$ cat src/rtl/pipe_pkg.sv
// Shared pipeline control-bundle layout used by decoder, ID/EX, EX/MEM and forwarding.
// Latency: n/a (constants only). Backpressure: n/a.
package pipe_pkg;
    localparam int CTRL_W_DEFAULT  = 8;
    localparam int CTRL_REG_WRITE  = 0;
    localparam int CTRL_MEM_READ   = 1;
    localparam int CTRL_MEM_WRITE  = 2;
    localparam int CTRL_ALU_OP_LSB = 3;
    localparam int CTRL_ALU_OP_MSB = 7;

    localparam logic [CTRL_W_DEFAULT-1:0] CTRL_BUBBLE = '0;
endpackage

$ cat src/rtl/load_use_detect.sv
// Flags an ID instruction that reads the destination of a load currently in EX.
// Latency: purely combinational. Backpressure: none.
module load_use_detect #(
    parameter int REGADDR_WIDTH = 4
) (
    input  logic                     id_valid,
    input  logic [REGADDR_WIDTH-1:0] id_rs,
    input  logic [REGADDR_WIDTH-1:0] id_rt,
    input  logic                     id_uses_rs,
    input  logic                     id_uses_rt,
    input  logic                     id_ex_valid,
    input  logic                     id_ex_mem_read,
    input  logic [REGADDR_WIDTH-1:0] id_ex_rd,
    output logic                     load_use
);
    logic w_rs_hit;
    logic w_rt_hit;

    assign w_rs_hit = id_uses_rs && (id_rs == id_ex_rd);
    assign w_rt_hit = id_uses_rt && (id_rt == id_ex_rd);
    // x0 is hardwired zero, so a load into it never creates a real dependency
    assign load_use = id_valid && id_ex_valid && id_ex_mem_read &&
                      (id_ex_rd != '0) && (w_rs_hit || w_rt_hit);
endmodule

$ cat src/rtl/id_ex_stage.sv
// ID/EX pipeline register with load-use bubble insertion and deferred branch flush (ID_EX_STATS_EN adds bubble_cnt).
// Latency: 1 cycle ID->EX. Backpressure: ex_stall holds every field; a flush seen during a hold is applied on release.
module id_ex_stage
    import pipe_pkg::*;
#(
    parameter int DATA_WIDTH    = 32,
    parameter int REGADDR_WIDTH = 4,
    parameter int CTRL_WIDTH    = 8
) (
    input  logic                     clk,
    input  logic                     rst_n,
    input  logic                     id_valid,
    input  logic [REGADDR_WIDTH-1:0] id_rs,
    input  logic [REGADDR_WIDTH-1:0] id_rt,
    input  logic [REGADDR_WIDTH-1:0] id_rd,
    input  logic                     id_uses_rs,
    input  logic                     id_uses_rt,
    input  logic [DATA_WIDTH-1:0]    id_rs_data,
    input  logic [DATA_WIDTH-1:0]    id_rt_data,
    input  logic [DATA_WIDTH-1:0]    id_imm,
    input  logic [CTRL_WIDTH-1:0]    id_ctrl,
    input  logic                     flush,
    input  logic                     ex_stall,
    output logic                     id_stall,
    output logic                     id_ex_valid,
    output logic [REGADDR_WIDTH-1:0] id_ex_rs,
    output logic [REGADDR_WIDTH-1:0] id_ex_rt,
    output logic [REGADDR_WIDTH-1:0] id_ex_rd,
    output logic [DATA_WIDTH-1:0]    id_ex_rs_data,
    output logic [DATA_WIDTH-1:0]    id_ex_rt_data,
    output logic [DATA_WIDTH-1:0]    id_ex_imm,
    output logic [CTRL_WIDTH-1:0]    id_ex_ctrl,
    output logic                     id_ex_reg_write,
    output logic                     id_ex_mem_read
`ifdef ID_EX_STATS_EN
    ,
    output logic [15:0]              bubble_cnt
`endif
);
    logic                     r_valid;
    logic [REGADDR_WIDTH-1:0] r_rs;
    logic [REGADDR_WIDTH-1:0] r_rt;
    logic [REGADDR_WIDTH-1:0] r_rd;
    logic [DATA_WIDTH-1:0]    r_rs_data;
    logic [DATA_WIDTH-1:0]    r_rt_data;
    logic [DATA_WIDTH-1:0]    r_imm;
    logic [CTRL_WIDTH-1:0]    r_ctrl;
    logic                     r_flush_pending;
    logic                     w_load_use;
    logic                     w_squash;

    load_use_detect #(.REGADDR_WIDTH(REGADDR_WIDTH)) u_load_use_detect (
        .id_valid       (id_valid),
        .id_rs          (id_rs),
        .id_rt          (id_rt),
        .id_uses_rs     (id_uses_rs),
        .id_uses_rt     (id_uses_rt),
        .id_ex_valid    (id_ex_valid),
        .id_ex_mem_read (id_ex_mem_read),
        .id_ex_rd       (id_ex_rd),
        .load_use       (w_load_use)
    );

    assign w_squash = flush || r_flush_pending;
    // A squash already removes the consumer, so it must not also freeze the front end
    assign id_stall = rst_n && (ex_stall || (w_load_use && !w_squash));

    always_ff @(posedge clk or negedge rst_n) begin
        if (!rst_n) begin
            r_valid         <= 1'b0;
            r_rs            <= '0;
            r_rt            <= '0;
            r_rd            <= '0;
            r_rs_data       <= '0;
            r_rt_data       <= '0;
            r_imm           <= '0;
            r_ctrl          <= '0;
            r_flush_pending <= 1'b0;
        end else if (ex_stall) begin
            if (flush) begin
                r_flush_pending <= 1'b1;
            end
        end else if (w_squash || w_load_use) begin
            r_valid         <= 1'b0;
            r_rs            <= '0;
            r_rt            <= '0;
            r_rd            <= '0;
            r_rs_data       <= '0;
            r_rt_data       <= '0;
            r_imm           <= '0;
            r_ctrl          <= CTRL_WIDTH'(CTRL_BUBBLE);
            r_flush_pending <= 1'b0;
        end else begin
            r_valid   <= id_valid;
            r_rs      <= id_rs;
            r_rt      <= id_rt;
            r_rd      <= id_rd;
            r_rs_data <= id_rs_data;
            r_rt_data <= id_rt_data;
            r_imm     <= id_imm;
            r_ctrl    <= id_valid ? id_ctrl : CTRL_WIDTH'(CTRL_BUBBLE);
        end
    end

`ifdef ID_EX_STATS_EN
    logic [15:0] r_bubble_cnt;

    // Counts only load-use bubbles; flush bubbles are control-flow cost, not hazards
    always_ff @(posedge clk or negedge rst_n) begin
        if (!rst_n) begin
            r_bubble_cnt <= '0;
        end else if (!ex_stall && !w_squash && w_load_use && (r_bubble_cnt != 16'hFFFF)) begin
            r_bubble_cnt <= r_bubble_cnt + 16'd1;
        end
    end

    assign bubble_cnt = r_bubble_cnt;
`endif

    assign id_ex_valid     = r_valid;
    assign id_ex_rs        = r_rs;
    assign id_ex_rt        = r_rt;
    assign id_ex_rd        = r_rd;
    assign id_ex_rs_data   = r_rs_data;
    assign id_ex_rt_data   = r_rt_data;
    assign id_ex_imm       = r_imm;
    assign id_ex_ctrl      = r_ctrl;
    assign id_ex_reg_write = r_valid && r_ctrl[CTRL_REG_WRITE];
    assign id_ex_mem_read  = r_valid && r_ctrl[CTRL_MEM_READ];
endmodule

$ cat config.mk
export PLATFORM = sky130hd
export DESIGN_NAME = id_ex_stage
export DESIGN_NICKNAME = d
export VERILOG_FILES = /design/src/rtl/pipe_pkg.sv /design/src/rtl/load_use_detect.sv /design/src/rtl/id_ex_stage.sv
export SDC_FILE = /design/constraint.sdc
export NUM_CORES = 1
export LEC_CHECK = 0
export CORE_UTILIZATION = 38
export CTS_BUF_LIST = sky130_fd_sc_hd__clkbuf_4 sky130_fd_sc_hd__clkbuf_8 sky130_fd_sc_hd__clkbuf_16
export CTS_CLUSTER_DIAMETER = 80
export DETAILED_ROUTE_END_ITERATION = 6
export PLACE_DENSITY_LB_ADDON = 0.3
export SYNTH_ARGS = -nofsm -noshare
export SYNTH_HDL_FRONTEND = slang
export SYNTH_HIERARCHICAL = 1
export SYNTH_SLANG_ARGS = --single-unit
$ cat constraint.sdc
create_clock -name clk -period 3 [get_ports clk]
set_input_delay 0.9 -clock clk [delete_from_list [all_inputs] [get_ports clk]]
set_output_delay 0.9 -clock clk [all_outputs]
set_load 0.01 [all_outputs]
# After elaboration in Yosys (flattened, before gate mapping)
# Index checks and enable logic that the tools add are counted.
# totals
reg_bits	118
in_bits	123
output_inout_bits	120
word_cells	42
# op_classes
n_eq_ne	3
mux	12
reduce_logical	18
# op_table
cell	count
$mux 32	3
$mux 8	2
$mux 4	3
$logic_and 1x1->1	10
$eq 4x4->1	2
$logic_or 1x1->1	4
$mux 1	4
$reduce_bool 4->1	1
$ne 2x2->1 const B	1
$reduce_and 2->1	1
$reduce_bool 2->1	1
$logic_not 1->1	1

# Logic depth before layout (Yosys ltp)
# logic_depth
ltp_word	7
depth_mapped	8
ltp_nobuf	6

# Cells and area by module
# Netlist, hierarchy kept.
# by_module_without_submodules
module	instances	cells_each	area_each_um2	seq_area_each_um2
id_ex_stage	1	267	4154.0	2952.8
load_use_detect	1	15	108.9	0.0

# Least setup slack after synthesis
# OpenSTA, ideal clock, no wires.
# synth_timing
path_type	input to output
start	input id_rt[1]
end	output id_stall
t_arrival_ns	1.914
t_required_ns	2.100
setup_slack_ns	0.186
stages	6
n_path_buf	0
cell_sequence	xor2_1 > nor3_1 > nand3_1 > a21oi_1 > nor3b_1 > o21a_1
# synth_between
elab_chain_len	7
# synth_lines
element	line_no	source
start, declared	id_ex_stage.sv:14	input logic [REGADDR_WIDTH-1:0] id_rt,
$eq 4x4->1	load_use_detect.sv:20	assign w_rt_hit = id_uses_rt && (id_rt == id_ex_rd);
$logic_and 1x1->1	load_use_detect.sv:20	
$logic_or 1x1->1	load_use_detect.sv:23	(id_ex_rd != '0) && (w_rs_hit || w_rt_hit);
$logic_and 1x1->1	load_use_detect.sv:23	
named net w_load_use	id_ex_stage.sv:49	logic w_load_use;
$logic_and 1x1->1	id_ex_stage.sv:66	assign id_stall = rst_n && (ex_stall || (w_load_use && !w_squash));
$logic_or 1x1->1	id_ex_stage.sv:66	
$logic_and 1x1->1	id_ex_stage.sv:66	
end, declared	id_ex_stage.sv:24	output logic id_stall,
# The timed path passes the listed nets, and every way through them passes these cells.

# Worst setup path after layout
# layout_timing
start	register r_rd[3] (netlist: id_ex_rd[3])
end	output id_stall
# layout_between
elab_chain_len	7
word_cells_on_any_way	11
cone_classes	2 x eq/ne; 9 x reduce/logical
# layout_lines
element	line_no	source
start, declared	id_ex_stage.sv:43	logic [REGADDR_WIDTH-1:0] r_rd;
start signal, assigned	id_ex_stage.sv:97	r_rd <= id_rd;
$eq 4x4->1 (on tied branches)	load_use_detect.sv:19, load_use_detect.sv:20	
$logic_and 1x1->1 (on tied branches)	load_use_detect.sv:19, load_use_detect.sv:20	
$logic_or 1x1->1	load_use_detect.sv:23	
$logic_and 1x1->1 (*)	load_use_detect.sv:23	
named net w_load_use	id_ex_stage.sv:49	
$logic_and 1x1->1 (*)	id_ex_stage.sv:66	
$logic_or 1x1->1 (*)	id_ex_stage.sv:66	
$logic_and 1x1->1 (*)	id_ex_stage.sv:66	
# Mark *: on every way through the listed nets, which the timed path passes. The rest lies on a longest branch.

==> run_results.csv <==
group,metric,value,unit
synth,synthXorXnorAreaFrac,1.64,%
timing,whs,0.489,ns
synth,synth_top_area_cell,"dfrtp_1",
hold_path,hp-start,"id_ex_ctrl[5]",
clock_network,cts_tree,"yes",
drt,drtIter0Drc,178,
finish,post-route-util,69.4,%
die,ios,243,
setup_path,rrSetupSlack,0.45,ns
placed_design,place.gp.congestion,0.798,
synth,yosys_warnings,6,
timing,fin_ws,-0.0771,ns
timing,drv_slew,0,
placed_design,dp.cells,651,
synth,synth_cell_types,18,
status,failed_checks,"setup timing",
die,die_x,108,microns
placed_design,dpl_cell_area,6880,sq um
placed_design,dp_hpwl,8550,microns
finish,num_antenna_cells,0,
synth,syn_area_per_cell,15.1,sq um
synth,synthFlopType,"dfrtp_1",
finish,multi_input_area,1210,sq um
global_routing,grt_usage,22.6,%
setup_path,start_kind,"flip-flop",
global_routing,grt_overflow,0,
timing,fin_crit_sh,103,%
timing,setup_tns,-0.0771,ns
die,die_h,108,microns
global_routing,grt_pass1_wl,19600,microns
setup_path,r2r-end,"id_ex_ctrl[4]",
synth,synthAdderAreaFrac,0,%
drt,wl,13000,microns
finish,fin_cells,690,
synth,async_flop_share,100,%
setup_path,reg2reg_depth,10,
clock_network,htree_num_levels,4,
setup_path,critPathMaxStageDelay,0.56,ns
timing,tightest_slew,0.776,ns
synth,synth_seq_area_share,69.3,%
synth,synth_compound_area_share,24.7,%
clock_network,clock_path_buffers,2,
synth,yosys-mux-area-fraction,0,%
clock_network,numCtsBuffers,17,
placed_design,io_buffers,242,
timing,fmax,0.325,GHz
synth,synth_commonest_cells,"dfrtp_1, a22o_1, clkbuf_1, a32o_1, xor2_1",
synth,synth_most_common_cell,"dfrtp_1",
die,initial_core_util,39.2,%
timing,finalSetupViolations,1,
synth,synth_edf_count,0,
hold_path,min_to,"id_ex_ctrl[5]",
global_routing,grt_max_degree,72,
timing,hold_viol,0,
hold_path,hold_depth,1,
timing,fin_crit,3.08,ns
finish,num-nets-final,660,
timing,finalClockSkew,0.00937,ns
setup_path,worst-path-max-fanout,5,
clock_network,numClockSinks,118,
drt,final_antenna_net_count,0,
synth,synth_top_area_share,69.3,%
synth,ys_ff_latch,118,
flow_run,timing.max_cap.violations,0,
die,rows,38,
die,coreArea,10900,sq um
synth,synth_top_family_by_area,"compound AO/OA/AOI/OAI gates",
power,finalPower,4.58,mW
timing,rsz0062_at_grt,"yes",
synth,yosys.area_share.simple,1.76,%
setup_path,cp_slowest_cell,"or4_1",
setup_path,end_kind,"output port",
finish,area_growth_syn_to_layout,77.1,%
clock_network,clk_latency,0.51,ns
placed_design,pre_cts_ws,-0.757,ns
synth,synth_area_leaders,"dfrtp_1, a22o_1, a32o_1",
drt,drc,0,
drt,drt-wirelength-per-cell,18.8,microns
clock_network,ctsHoldBuffers,0,
synth,synthCells,282,
clock_network,root_buffer,"clkbuf_8",
power,ir_drop,292,uV
global_routing,antenna_found_initial,0,
die,die-area,11600,sq um
power,p_leak,3.36,nW
global_routing,grt_pass1_vias,3772,
clock_network,cts.clk_slew.worst_paths,0.06,ns
setup_path,worstPathArrival,2.18,ns
hold_path,min_path_type,"flip-flop to flip-flop",
status,status,"finished, violations left",
finish,stdcell_area,7550,sq um
drt,vias_per_cell,5.18,
setup_path,crit_chain,"or4_1, nand4_1, a21oi_2, nor3b_2, o21a_1, buf_2",
power,p_per_area,607,nW/um^2
finish,fill_cells,794,
setup_path,reg2reg_from,"id_ex_rd[3]",
synth,synth_area,4260,sq um
setup_path,critPathRequiredTime,2.10,ns
finish,ff_latch_area,2960,sq um
finish,drive_gt1_share,11.8,%
timing,slew_headroom,48.3,%
synth,synth_nets,405,
setup_path,path_class,"flip-flop to output port",
drt,vias,3571,
drt,firstDrtPassIters,4,
## cell type report
class                   instances  area share [%]
well taps                     140            2.32
repair buffers                262            34.2
clock inverters                12            2.34
multi-input cells             138            16.1
clock buffers                  20            5.95
flip-flops and latches        118            39.1
## metal layers
layer	vias up	part of all wire (%)	track usage, %
met2	185	47	35.1
met1	1743	42	27.2
met5	-	0	0
met4	0	3.2	12.3
li1	1613	-	-
met3	30	8.2	8.29
## flip-flops by register name, indices dropped and copies added, names as in the netlist
name             cells
id_ex_rt_data       32
id_ex_rs             4
id_ex_rs_data       32
id_ex_imm           32
id_ex_valid          1
id_ex_ctrl           8
id_ex_rt             4
r_flush_pending      1
id_ex_rd             4
## critical path, delay by kind of cell, from the launching register on
kind                   cells  cell delay, ns
and+or+nand+nor            3            0.85
buffers and inverters      1            0.13
AOI/OAI and AO/OA          2            0.21
DFF                        1            0.47
## where the power goes
part	total, mW	leakage, nW	switching [mW]	internal, mW
clock network	2.12	0.293	0.718	1.40
registers	1.77	1.57	0.0714	1.70
logic	0.690	1.50	0.261	0.429
## what timing repair did
item                       CTS  global route
setup endpoints to repair    1             1
pin swaps                    7             4
resized for setup           25             5
setup buffers                3             4
## layout by cell type (no fill, tap or decap), types with 3 or more instances in the layout
cell and count:
clkinvlp_4 5, clkbuf_16 16, dfrtp_1 116, a22o_1 109, buf_12 3, buf_4 18
clkbuf_8 3, bufinv_16 4, clkdlybuf4s50_1 231, buf_2 3, a32o_1 8, xor2_1 6
## worst max-delay path by stage
stage	slack, ns	from	to
floorplan	0.19	id_rt[1]	id_stall
global placement	-0.73	id_rt[1]	id_stall
detailed placement	-0.76	id_rs[0]	id_stall
CTS	-0.02	id_ex_rd[1]	id_stall
global route	-0.22	id_ex_rd[0]	id_stall
finish	-0.08	id_ex_rd[3]	id_stall
## cells by family after synthesis
family | count (synthesis)
simple gates | 10
buf+inv | 26
compound gates | 120
flops | 118
xor+xnor | 8
(Power assumes the default switching activity.)
